**config.mk**
```make
export PLATFORM = sky130hd
export DESIGN_NAME = prog_modulo_counter_flat
export DESIGN_NICKNAME = d
export VERILOG_FILES = /design/src/rtl/prog_modulo_counter_if.sv /design/src/rtl/prog_modulo_counter.sv /design/src/flat_wrapper.sv
export SDC_FILE = /design/constraint.sdc
export NUM_CORES = 1
export LEC_CHECK = 0
export ABC_AREA = 1
export ABC_CLOCK_PERIOD_IN_PS = 3800
export BUFFER_PORTS_ARGS = -buffer_cell sky130_fd_sc_hd__buf_2
export CAP_MARGIN = 20
export CORE_ASPECT_RATIO = 0.75
export CORE_MARGIN = 3
export CORE_UTILIZATION = 30
export CTS_CLUSTER_SIZE = 40
export DETAILED_ROUTE_END_ITERATION = 16
export MAX_ROUTING_LAYER = met4
export PLACE_DENSITY = 0.56
export SETUP_SLACK_MARGIN = 0.2
export SLEW_MARGIN = 20
export SYNTH_ARGS = -nofsm -noshare
export SYNTH_HDL_FRONTEND = slang
export SYNTH_SLANG_ARGS = --single-unit
export TNS_END_PERCENT = 50
```
**constraint.sdc**
```tcl
create_clock -name clock -period 3.8 [get_ports clock]
set_clock_uncertainty 0.15 [all_clocks]
set_input_delay 1.14 -clock clock [delete_from_list [all_inputs] [get_ports clock]]
set_output_delay 1.14 -clock clock [all_outputs]
set_load 0.02 [all_outputs]
```
**src/rtl/prog_modulo_counter_if.sv**
```systemverilog
// Control/status bundle for prog_modulo_counter.
//   master : drives enable, start, oneshot, load, modulo_in; observes status.
//   slave  : the counter; observes controls, drives tick, sq_out, running,
//            count and tick_count.
interface prog_modulo_counter_if #(
    parameter int unsigned BIT_SZ      = 16,
    parameter int unsigned TICK_CNT_SZ = 8
);
    logic                   enable;
    logic                   start;
    logic                   oneshot;
    logic                   load;
    logic [BIT_SZ-1:0]      modulo_in;
    logic                   tick;
    logic                   sq_out;
    logic                   running;
    logic [BIT_SZ-1:0]      count;
    logic [TICK_CNT_SZ-1:0] tick_count;

    modport master (
        output enable, start, oneshot, load, modulo_in,
        input  tick, sq_out, running, count, tick_count
    );

    modport slave (
        input  enable, start, oneshot, load, modulo_in,
        output tick, sq_out, running, count, tick_count
    );
endinterface

```
**src/rtl/prog_modulo_counter.sv**
```systemverilog
// Run-time programmable modulo counter / clock divider.
// Emits a one-cycle tick per period of mod_r enabled cycles, a near-50%
// square wave, and a wrapping count of ticks emitted.
// Ports:
//   clock    : system clock, rising edge
//   sreset_n : synchronous active-low reset
//   bus      : prog_modulo_counter_if.slave (controls in, status out)
module prog_modulo_counter #(
    parameter int unsigned BIT_SZ       = 16,
    parameter int unsigned RESET_MODULO = 50000,
    parameter int unsigned TICK_CNT_SZ  = 8
) (
    input logic                     clock,
    input logic                     sreset_n,
    prog_modulo_counter_if.slave    bus
);
    typedef enum logic [1:0] {IDLE, RUN, DONE} state_t;

    localparam logic [BIT_SZ-1:0] RST_MOD = BIT_SZ'(RESET_MODULO);

    state_t                 r_state;
    logic [BIT_SZ-1:0]      r_mod;
    logic                   r_mode;
    logic [BIT_SZ-1:0]      r_count;
    logic                   r_tick;
    logic                   r_sq;
    logic [TICK_CNT_SZ-1:0] r_tick_count;

    logic                   w_last;
    logic [BIT_SZ-1:0]      w_count_next;
    logic [BIT_SZ:0]        w_half;
    logic                   w_sq_next;
    logic                   w_load_ok;

    // r_mod is never 0, so r_mod-1 cannot underflow.
    assign w_last       = (r_count == (r_mod - BIT_SZ'(1)));
    assign w_count_next = w_last ? '0 : (r_count + BIT_SZ'(1));
    // Half-period threshold, one bit wider so r_mod = all-ones cannot overflow.
    assign w_half       = ({1'b0, r_mod} + (BIT_SZ + 1)'(1)) >> 1;
    assign w_sq_next    = ({1'b0, w_count_next} < w_half);
    // A zero modulo load is treated as if load were not asserted.
    assign w_load_ok    = bus.load && (bus.modulo_in != '0);

    always_ff @(posedge clock) begin
        if (!sreset_n) begin
            r_state      <= IDLE;
            r_mod        <= RST_MOD;
            r_mode       <= 1'b0;
            r_count      <= '0;
            r_tick       <= 1'b0;
            r_sq         <= 1'b0;
            r_tick_count <= '0;
        end else if (w_load_ok) begin
            r_mod        <= bus.modulo_in;
            r_count      <= '0;
            r_tick       <= 1'b0;
            r_tick_count <= '0;
            // Count restarts at 0, which is always in the high half.
            r_sq         <= (r_state == RUN);
        end else if (bus.start) begin
            r_state <= RUN;
            r_count <= '0;
            r_mode  <= bus.oneshot;
            r_tick  <= 1'b0;
            r_sq    <= 1'b1;
        end else begin
            case (r_state)
                RUN: begin
                    if (bus.enable) begin
                        r_count <= w_count_next;
                        r_tick  <= w_last;
                        r_sq    <= w_sq_next;
                        if (w_last) begin
                            r_tick_count <= r_tick_count + TICK_CNT_SZ'(1);
                            if (r_mode) begin
                                r_state <= DONE;
                            end
                        end
                    end else begin
                        r_tick <= 1'b0;
                    end
                end
                default: begin
                    r_tick <= 1'b0;
                    r_sq   <= 1'b0;
                end
            endcase
        end
    end

    assign bus.tick       = r_tick;
    assign bus.sq_out     = r_sq;
    assign bus.running    = (r_state == RUN);
    assign bus.count      = r_count;
    assign bus.tick_count = r_tick_count;
endmodule

```
**src/flat_wrapper.sv**
```systemverilog
// flat-port wrapper written by rule: the top's interface ports become plain ports
module prog_modulo_counter_flat 
#(
    parameter int unsigned BIT_SZ       = 16,
    parameter int unsigned RESET_MODULO = 50000,
    parameter int unsigned TICK_CNT_SZ  = 8
)
  (clock, sreset_n, bus_enable, bus_start, bus_oneshot, bus_load, bus_modulo_in, bus_tick, bus_sq_out, bus_running, bus_count, bus_tick_count);
  prog_modulo_counter_if #(.BIT_SZ(BIT_SZ), .TICK_CNT_SZ(TICK_CNT_SZ)) bus_i ();
  input logic clock;
  input logic sreset_n;
  input wire logic [$bits(bus_i.enable)-1:0] bus_enable;
  input wire logic [$bits(bus_i.start)-1:0] bus_start;
  input wire logic [$bits(bus_i.oneshot)-1:0] bus_oneshot;
  input wire logic [$bits(bus_i.load)-1:0] bus_load;
  input wire logic [$bits(bus_i.modulo_in)-1:0] bus_modulo_in;
  output wire logic [$bits(bus_i.tick)-1:0] bus_tick;
  output wire logic [$bits(bus_i.sq_out)-1:0] bus_sq_out;
  output wire logic [$bits(bus_i.running)-1:0] bus_running;
  output wire logic [$bits(bus_i.count)-1:0] bus_count;
  output wire logic [$bits(bus_i.tick_count)-1:0] bus_tick_count;
  assign bus_i.enable = bus_enable;
  assign bus_i.start = bus_start;
  assign bus_i.oneshot = bus_oneshot;
  assign bus_i.load = bus_load;
  assign bus_i.modulo_in = bus_modulo_in;
  assign bus_tick = bus_i.tick;
  assign bus_sq_out = bus_i.sq_out;
  assign bus_running = bus_i.running;
  assign bus_count = bus_i.count;
  assign bus_tick_count = bus_i.tick_count;
  prog_modulo_counter #(.BIT_SZ(BIT_SZ), .RESET_MODULO(RESET_MODULO), .TICK_CNT_SZ(TICK_CNT_SZ)) u_core (.clock(clock), .sreset_n(sreset_n), .bus(bus_i));
endmodule
```
==> results.json <==
{
  "antenna_found_initial": 0,
  "fin_nets": 639,
  "area_growth_pct": 19.3,
  "cp-start-kind": "flop",
  "grt_max_degree": 30,
  "cts_tree": "done",
  "power.density_nw_per_um2": 293,
  "critical_path_class": "reg -> reg",
  "cts_max_level": 2,
  "tightest_slew_ns": 0.402,
  "drc": 0,
  "synth_top_cells_by_area": "dfxtp_1 (25%), nand2_1 (12%), inv_1 (7.5%), ha_1 (6.7%), nor2_1 (6.3%)",
  "grt_pass1_wl_mm": 16.7,
  "clkTransAtPathRegs_ns": 0.06,
  "r2r_cells": 19,
  "rows": 33,
  "synth_ff_type": "dfxtp_1",
  "synth_cell_types": 38,
  "cp.depth": 19,
  "grt.total_usage_pct": 16.1,
  "critPathCaptureType": "flop",
  "max_freq_mhz": 306,
  "yosysWarnings": 0,
  "io_buffers": 48,
  "crit_path_cell_trace": "inv_2, ha_2, or2_2, nand2_1, nor2_1, nand3_1, nor3b_1, nand3_2, nand3_1, inv_1, ha_1, nand2_1, nor2_1, a211oi_1, o221a_2, nand2_1, nand2_1, nand2_1, a21oi_1",
  "setup_tns_ns": 0,
  "synth_top_area_share_pct": 25.4,
  "die_area_um2": 13200,
  "path_max_fanout": 5,
  "cts_buffer_depth": 2,
  "cts.sinks": 45,
  "syn_area_um2": 3540,
  "grt_overflow_total": 0,
  "syn_inst": 546,
  "leakage_nw": 2.02,
  "antenna_left": 0,
  "core_um2": 11200,
  "status": "completed",
  "insertion_delay_ns": 0.29,
  "p_total_mw": 1.24,
  "dp_cells": 743,
  "cp.required_ns": 3.87,
  "vias": 3525,
  "rsz0062_at_grt": "false",
  "dp_hpwl_mm": 8.43,
  "synth-seq-cells": 45,
  "avgSynthCellArea_um2": 6.49,
  "synth_top_cell_by_area": "dfxtp_1",
  "cpMostUsedCell": "nand2_1",
  "drive_above_1_share_pct": 18.9,
  "crit_buf_inv": 2,
  "cp_slowest_cell": "dfxtp_2",
  "crit_arrival_ns": 3.34,
  "final_cell_mix": "nand2_1 (108), inv_1 (71), nor2_1 (57)",
  "hold_buffers": 0,
  "routed_wirelength_mm": 10.2,
  "period_share_pct": 86.1,
  "setup_viol": 0,
  "cts_made_buffers": 5,
  "die_h_um": 100,
  "drtIter0Drc": 267,
  "ir_drop_uv": 230,
  "drv_cap": 0,
  "max-slew-margin-rel_pct": 72.8,
  "seq_area_frac_synth_pct": 25.4,
  "layout_commonest_cell": "nand2_1",
  "r2r_slack_ns": 0.53,
  "viasPerCell": 4.66,
  "n_antenna_cell": 0,
  "critPathMaxStageDelay_ns": 0.38,
  "grt_pass1_vias": 3270,
  "root_buffer": "clkbuf_16",
  "hold_viol_final": 0,
  "timing.final.max_slew_violations": 0,
  "first_pass_iters": 5,
  "finalCriticalPeriod_ns": 3.27,
  "ios": 49,
  "wl_per_cell_um": 13.4,
  "critical_path.top_delay_family": "simple AND/OR/NAND/NOR gates",
  "synth_edf_count": 0,
  "start_util_pct": 31.5,
  "syn_nets": 587,
  "min_path_type": "reg -> reg",
  "fin_cells": 756,
  "gp_congestion": 0.889,
  "async_reset_ff_share_pct": 0,
  "hold_path_depth": 2,
  "die_width_um": 131
}
-- worst min-delay path: cells and delay by family, from the launching register on --
family	cells	cell delay (ns)
and+or+nand+nor	1	0.06
AOI/OAI and AO/OA	1	0.05
DFF	1	0.31
-- through the flow --
| step | utilization (%) | hold slack [ns] | worst slack (ns) | area [um^2] |
|---|---|---|---|---|
| after global placement | 35.2 | 0.305 | 0.465 | 3960 |
| after global routing | 37.6 | 0.339 | 0.207 | 4220 |
| final | 37.6 | 0.316 | 0.530 | 4220 |
| after CTS | 36.8 | 0.316 | 0.270 | 4130 |
| after detailed placement | 35.2 | 0.307 | 0.292 | 3960 |
| after floorplan | - | 0.291 | 0.827 | 3540 |
-- Yosys cell counts, types with 4 or more instances --
cell type  number
o21ai_0        29
nand2_1       109
nor3_2          5
ha_1           19
nand2_2         7
nor2_1         59
inv_2           8
o211ai_1        4
a21oi_1        37
clkbuf_1       10
dfxtp_1        45
xnor2_1         6
inv_1          71
nand3b_1        4
xor2_1         25
nor2_2          5
o21ai_1         8
nand4_1         7
nor4_1          6
nor3_1         13
nand3_1        42
-- cell families (layout without fill, tap and decap cells) --
| logic type | Yosys count | after routing | synth area share, % |
|---|---|---|---|
| flops | 45 | 45 | 25.4 |
| xor+xnor | 32 | 32 | 8.13 |
| compound gates | 82 | 82 | 12.3 |
| buf+inv | 94 | 147 | 10.3 |
| fa+ha+maj | 19 | 19 | 6.71 |
| simple gates | 274 | 274 | 37.2 |
-- registers in the layout, summed over array words and instances (netlist names) --
name	cells
u_core.bus.count	16
u_core.bus.sq_out	1
u_core.bus.tick	1
u_core.bus.tick_count	8
u_core.r_mod	16
u_core.r_mode	1
u_core.r_state	2
-- where the power goes --
group	internal (mW)	switching [mW]	leakage (nW)
combinational	0.0738	0.138	1.57
sequential	0.488	0.0266	0.370
clock	0.329	0.184	0.0841
total	0.890	0.348	2.02
-- metal layers --
metal	wire length, um	part of all wire, %	up-vias	global-route usage, %
li1	-	-	1877	-
met1	5670	56	1554	25.6
met2	3760	37	87	21.3
met3	658	6.5	7	2.40
met4	65	0.64	0	2.66
met5	0	0	-	-
-- repair_timing --
item                                    4_1_cts  5_1_grt
endpoints found under the setup margin        0        1
gates resized for setup                       0       17
buffers inserted                              0        5
-- layout make-up --
cell class	instances	area, um^2
Clock buffer	7	143
Clock inverter	1	30.0
Fill cell	1214	7010
Inverter	80	303
Multi-Input combinational cell	407	2320
Sequential cell	45	912
Tap cell	157	196
Timing Repair Buffer	59	323
-- final timing paths --
kind / start / end
worst min register to register: u_core.r_state[0]$_SDFFE_PN0P_ / u_core.r_state[0]$_SDFFE_PN0P_
worst min-delay path: u_core.r_state[0]$_SDFFE_PN0P_ / u_core.r_state[0]$_SDFFE_PN0P_
worst max-delay path: u_core.r_mod[1]$_SDFFE_PN0P_ / u_core.bus.sq_out$_SDFFE_PN0P_
worst max register to register: u_core.r_mod[1]$_SDFFE_PN0P_ / u_core.bus.sq_out$_SDFFE_PN0P_
No activity file was read; power rests on OpenSTA's default activity.
